[src/rtl/ps2_pkg.sv]
// Shared types and constants for the PS/2 receive path.
// Also exports scan-code prefixes used by downstream consumers.
package ps2_pkg;

  typedef enum logic [1:0] {
    IDLE   = 2'b00,
    DATA   = 2'b01,
    PARITY = 2'b10,
    STOP   = 2'b11
  } ps2_state_e;

  localparam int DATA_BITS  = 8;
  localparam int FRAME_BITS = 11;

  localparam logic [7:0] PS2_BREAK  = 8'hF0;
  localparam logic [7:0] PS2_EXTEND = 8'hE0;

endpackage

[src/rtl/ps2_byte_fifo.sv]
// Synchronous byte FIFO with extra-MSB pointers and a sticky overflow flag.
// The head byte reads as zero while the FIFO is empty.
module ps2_byte_fifo #(
  parameter int DEPTH = 8
) (
  input  logic       clk,
  input  logic       rst,
  input  logic       push,
  input  logic [7:0] din,
  input  logic       pop,
  output logic [7:0] dout,
  output logic       empty,
  output logic       full,
  output logic       overflow
);
  import ps2_pkg::*;

  localparam int AW = $clog2(DEPTH);

  logic [AW:0] wptr;
  logic [AW:0] rptr;
  logic [7:0]  mem [DEPTH];
  logic        do_pop;
  logic        do_push;

  assign empty = (wptr == rptr);
  assign full  = (wptr[AW] != rptr[AW]) &&
                 (wptr[AW-1:0] == rptr[AW-1:0]);

  // A pop frees the slot the simultaneous push needs.
  assign do_pop  = pop & ~empty;
  assign do_push = push & (~full | do_pop);

  assign dout = empty ? 8'h00 : mem[rptr[AW-1:0]];

  always_ff @(posedge clk) begin
    if (do_push)
      mem[wptr[AW-1:0]] <= din;
  end

  always_ff @(posedge clk or posedge rst) begin
    if (rst) begin
      wptr     <= '0;
      rptr     <= '0;
      overflow <= 1'b0;
    end else begin
      if (do_push)
        wptr <= wptr + 1'b1;
      if (do_pop)
        rptr <= rptr + 1'b1;
      if (push && !do_push)
        overflow <= 1'b1;
    end
  end

endmodule

[src/rtl/ps2_rx_fifo.sv]
// PS/2 device-to-host receiver feeding a byte FIFO.
// Define PS2_RX_TIMEOUT_EN to abort stalled partial frames.
module ps2_rx_fifo #(
  parameter int FIFO_DEPTH     = 8,
  parameter int TIMEOUT_CYCLES = 50000
) (
  input  logic       clk,
  input  logic       rst,
  input  logic       ps2_clk,
  input  logic       ps2_data,
  input  logic       nextdata_n,
  output logic [7:0] data,
  output logic       ready,
  output logic       overflow,
  output logic       frame_err
);
  import ps2_pkg::*;

  logic       clk_s1, clk_s2, clk_s3;
  logic       dat_s1, dat_s2;
  logic       fall;

  ps2_state_e state, state_n;
  logic [2:0] bitcnt, bitcnt_n;
  logic [7:0] shreg, shreg_n;
  logic       par_bit, par_n;
  logic       push;
  logic       err_n;
  logic       tmo;
  logic       empty;
  logic       full_unused;

  always_ff @(posedge clk or posedge rst) begin
    if (rst) begin
      clk_s1 <= 1'b1;
      clk_s2 <= 1'b1;
      clk_s3 <= 1'b1;
      dat_s1 <= 1'b1;
      dat_s2 <= 1'b1;
    end else begin
      clk_s1 <= ps2_clk;
      clk_s2 <= clk_s1;
      clk_s3 <= clk_s2;
      dat_s1 <= ps2_data;
      dat_s2 <= dat_s1;
    end
  end

  assign fall = clk_s3 & ~clk_s2;

`ifdef PS2_RX_TIMEOUT_EN
  localparam int TW = $clog2(TIMEOUT_CYCLES + 1);
  logic [TW-1:0] tcnt;

  assign tmo = !fall && (state != IDLE) &&
               (tcnt == TW'(TIMEOUT_CYCLES - 1));

  always_ff @(posedge clk or posedge rst) begin
    if (rst)
      tcnt <= '0;
    else if (state == IDLE || fall || tmo)
      tcnt <= '0;
    else
      tcnt <= tcnt + 1'b1;
  end
`else
  logic unused_to;
  assign tmo       = 1'b0;
  assign unused_to = (TIMEOUT_CYCLES != 0);
`endif

  always_ff @(posedge clk or posedge rst) begin
    if (rst) begin
      state     <= IDLE;
      bitcnt    <= '0;
      shreg     <= '0;
      par_bit   <= 1'b0;
      frame_err <= 1'b0;
    end else begin
      state     <= state_n;
      bitcnt    <= bitcnt_n;
      shreg     <= shreg_n;
      par_bit   <= par_n;
      frame_err <= err_n;
    end
  end

  always_comb begin
    state_n  = state;
    bitcnt_n = bitcnt;
    shreg_n  = shreg;
    par_n    = par_bit;
    push     = 1'b0;
    err_n    = 1'b0;
    if (fall) begin
      unique case (state)
        IDLE: begin
          if (!dat_s2) begin
            state_n  = DATA;
            bitcnt_n = '0;
          end
        end
        DATA: begin
          shreg_n[bitcnt] = dat_s2;
          bitcnt_n        = bitcnt + 3'd1;
          if (bitcnt == 3'd7)
            state_n = PARITY;
        end
        PARITY: begin
          par_n   = dat_s2;
          state_n = STOP;
        end
        STOP: begin
          state_n = IDLE;
          // Odd parity: data plus parity bit has odd weight.
          if (dat_s2 && ^{shreg, par_bit})
            push = 1'b1;
          else
            err_n = 1'b1;
        end
      endcase
    end else if (tmo) begin
      state_n  = IDLE;
      bitcnt_n = '0;
      err_n    = 1'b1;
    end
  end

  ps2_byte_fifo #(
    .DEPTH(FIFO_DEPTH)
  ) u_fifo (
    .clk     (clk),
    .rst     (rst),
    .push    (push),
    .din     (shreg),
    .pop     (~nextdata_n),
    .dout    (data),
    .empty   (empty),
    .full    (full_unused),
    .overflow(overflow)
  );

  assign ready = ~empty;

endmodule

[config.mk]
export PLATFORM = sky130hd
export DESIGN_NAME = ps2_rx_fifo
export DESIGN_NICKNAME = d
export VERILOG_FILES = /design/src/rtl/ps2_pkg.sv /design/src/rtl/ps2_byte_fifo.sv /design/src/rtl/ps2_rx_fifo.sv
export SDC_FILE = /design/constraint.sdc
export NUM_CORES = 1
export LEC_CHECK = 0
export ABC_AREA = 1
export CORE_MARGIN = 3
export CORE_UTILIZATION = 46
export CTS_BUF_LIST = sky130_fd_sc_hd__clkbuf_2
export CTS_CLUSTER_SIZE = 14
export DETAILED_ROUTE_END_ITERATION = 7
export GPL_TIMING_DRIVEN = 0
export SETUP_SLACK_MARGIN = 0.3
export SLEW_MARGIN = 25
export SYNTH_ARGS = -nofsm -noshare
export SYNTH_HDL_FRONTEND = slang
export SYNTH_SLANG_ARGS = --single-unit
export TNS_END_PERCENT = 50
[constraint.sdc]
create_clock -name clk -period 5.1 [get_ports clk]
set_clock_uncertainty 0.1 [all_clocks]
set_input_delay 1.275 -clock clk [delete_from_list [all_inputs] [get_ports clk]]
set_output_delay 1.275 -clock clk [all_outputs]
set_load 0.05 [all_outputs]
==> metrics.txt <==
Hold/Removal Path Class=reg2reg; cts bufs inserted=9; count of final hold-check violations=0; most used cell, CP=o21ai_0; fin crit share=88.2%; Yosys Warn Count=0; setup ws final=0.603 ns; CP Launch Type=flip-flop; largest net degree at the start of global routing=30; Netlist cell types=28; final setup vio count=0; critical path capture point type=primary output; synth top area cells=edfxtp_1 (47%), dfrtp_1 (15%), nor2_1 (6.3%); Pre-antenna DRT Iters=4; worst-path fanout max=10; share of cells above drive strength 1=9.64%; # clock sinks=93; status=finished, final reports clean; grt total ovfl=0; # Post-CTS Setup Buffers=0; Vias/cell=5.26; IO Port Bufs=15; clk_lat worst skew=0.52 ns; pre-CTS WS=1.19 ns; post-synthesis register bit count=93; core region area=0.00842 mm^2; RSZ-0062 raised after global routing=no; I/O pins=16; Antenna Violating Nets Remaining=0; Synth-to-Final Area Change=9.55%; n_diodes=0; crit-path max cell delay=0.85 ns; Critical-path top delay cell=clkdlybuf4s50_1; gp weighted congestion=0.799; drt total wl=8150 um; Max Slew Vio Count=0; dpl cell area=0.00437 mm^2; routed vias=2,734; gr usage total=17.3%; DR WL/cell=15.7 um; share of the synthesized area in the top cell type=47.0%; Worst EP arrival=3.12 ns; Max VDD drop=270 uV; Syn Area/Cell=10.6 um^2; power consumption=2670 uW; FP Rows=33; Tmin final=4.50 ns; synthesized net count=397; DP HPWL=5600 um; Starting DRT DRC Count=113; Die Area=0.0101 mm^2; maximum clock frequency=222 MHz; Mapped Cells=384; H-tree levels=3; vias in the first global route=2,620; root buffer cell=clkbuf_2; P per Cell Area=596 mW/mm^2; Netlist Area Pre-Place=0.00409 mm^2; # nets final=423; P_leak=0.00179 uW; Max clock buf depth=2; CTS tree=done; # Max-Cap Violations=0; CTS resizes=0; CTS clock-pin slew for the worst setup and hold paths=0.25 ns; CTS Hold Buffers Added=0; Critical Path RT=3.72 ns; Total Neg Setup Slack=0 ns; residual DRC count=0; Initial Util=48.5%; Die X=100 um; largest area contributor in the netlist=edfxtp_1; first-pass GRT wire length=13,200 um; initial antenna violation count=0; Seq/Total Area, Yosys=64.9%; WS Path Type=reg2out; design area=0.00448 mm^2; slew margin rel.=45.3%; Die Y=100 um; Worst Tran Pin Value=0.817 ns; crit path cell chain=buf_2 > inv_2 > clkbuf_1 > o21ai_0 > o22ai_1 > o21ai_0 > a31oi_1 > clkdlybuf4s50_1
sequential cells by signal (all words and copies together), names as in the netlist:
name             count
dat_s2               1
u_fifo.overflow      1
bitcnt               3
state                2
clk_s2               1
u_fifo.mem          64
clk_s3               1
par_bit              1
dat_s1               1
shreg                8
u_fifo.wptr          4
frame_err            1
u_fifo.rptr          4
clk_s1               1
per-stage QoR:
stage | utilization [%] | hold slack, ns | std cells
2_1_floorplan | - | 0.245 | 384
3_3_place_gp | 51.9 | 0.246 | 504
3_5_place_dp | 51.9 | 0.251 | 504
4_1_cts | 53.2 | 0.278 | 520
5_1_grt | 53.2 | 0.282 | 520
6_report | 53.2 | 0.275 | 520
cell usage in the layout (no fill, tap or decap), types with 5 or more instances in the layout:
| master | instances |
|---|---|
| a21oi_1 | 9 |
| a31oi_1 | 14 |
| clkbuf_1 | 8 |
| clkbuf_2 | 12 |
| clkdlybuf4s50_1 | 15 |
| dfrtp_1 | 24 |
| dfstp_2 | 5 |
| edfxtp_1 | 64 |
| ha_1 | 8 |
| inv_1 | 32 |
| nand2_1 | 53 |
| nand3_1 | 9 |
| nand4_1 | 5 |
| nor2_1 | 69 |
| o21ai_0 | 49 |
| o22ai_1 | 8 |
critical path: cells and delay by family, from the launching register on:
kind,cells,cell delay (ns)
buf+inv,4,1.55
flops,1,0.44
compound gates,4,0.60
final timing paths:
kind	from	end	slack, ns	cells after the start
max in group asynchronous	rst	par_bit	3.46	2
hold / removal	clk_s1	clk_s2	0.27	0
setup / recovery	u_fifo.rptr[0]	data[4]	0.60	8
hold reg to reg	clk_s1	clk_s2	0.27	0
min in group asynchronous	rst	u_fifo.wptr[2]	1.00	2
setup reg to reg	shreg[0]	u_fifo.mem[4][1]	2.35	10
cell type report:
class,count,area (um^2)
fillers,775,3950
flip-flops and latches,93,2650
multi-input cells,244,1250
repair buffers,15,150
inverters,36,135
well taps,105,131
clock buffers,12,60.1
clock inverters,4,48.8
plain buffers,11,47.5
power breakdown:
part           total, uW  internal [uW]  switching [uW]
Combinational       1250            398             855
Clock                354            119             235
Sequential          1060            934             131
cells by family (layout without fill, tap and decap cells):
logic type | Yosys count | in the layout | synth area share [%]
xor gates and xnor gates | 6 | 6 | 1.29
buffers and inverters | 47 | 78 | 4.47
DFF | 93 | 93 | 64.9
AOI/OAI and AO/OA | 81 | 81 | 10.7
adders and majority gates | 8 | 8 | 2.45
and+or+nand+nor | 149 | 149 | 16.2
Yosys cell counts:
cell	instances
nor2_1	69
edfxtp_1	64
nand2_1	53
o21ai_0	49
inv_1	33
dfrtp_1	24
a31oi_1	14
a21oi_1	9
nand3_1	9
clkbuf_1	8
ha_1	8
o22ai_1	8
dfstp_2	5
nand4_1	5
inv_2	3
nand2_4	3
nor2_2	3
xnor2_1	3
xor2_1	3
buf_2	2
nor3_2	2
buf_4	1
nand2_2	1
nand4_2	1
nand4_4	1
nor2_4	1
nor3_1	1
o21bai_1	1
routing by layer:
layer	vias to the layer above	wire, um	global-route usage [%]
met2	62	4050	27.9
met5	-	0	0
met1	1288	3550	23.2
met4	0	139	7.46
li1	1370	-	-
met3	14	416	2.85
Note: power is estimated with default switching activity, not from simulation.
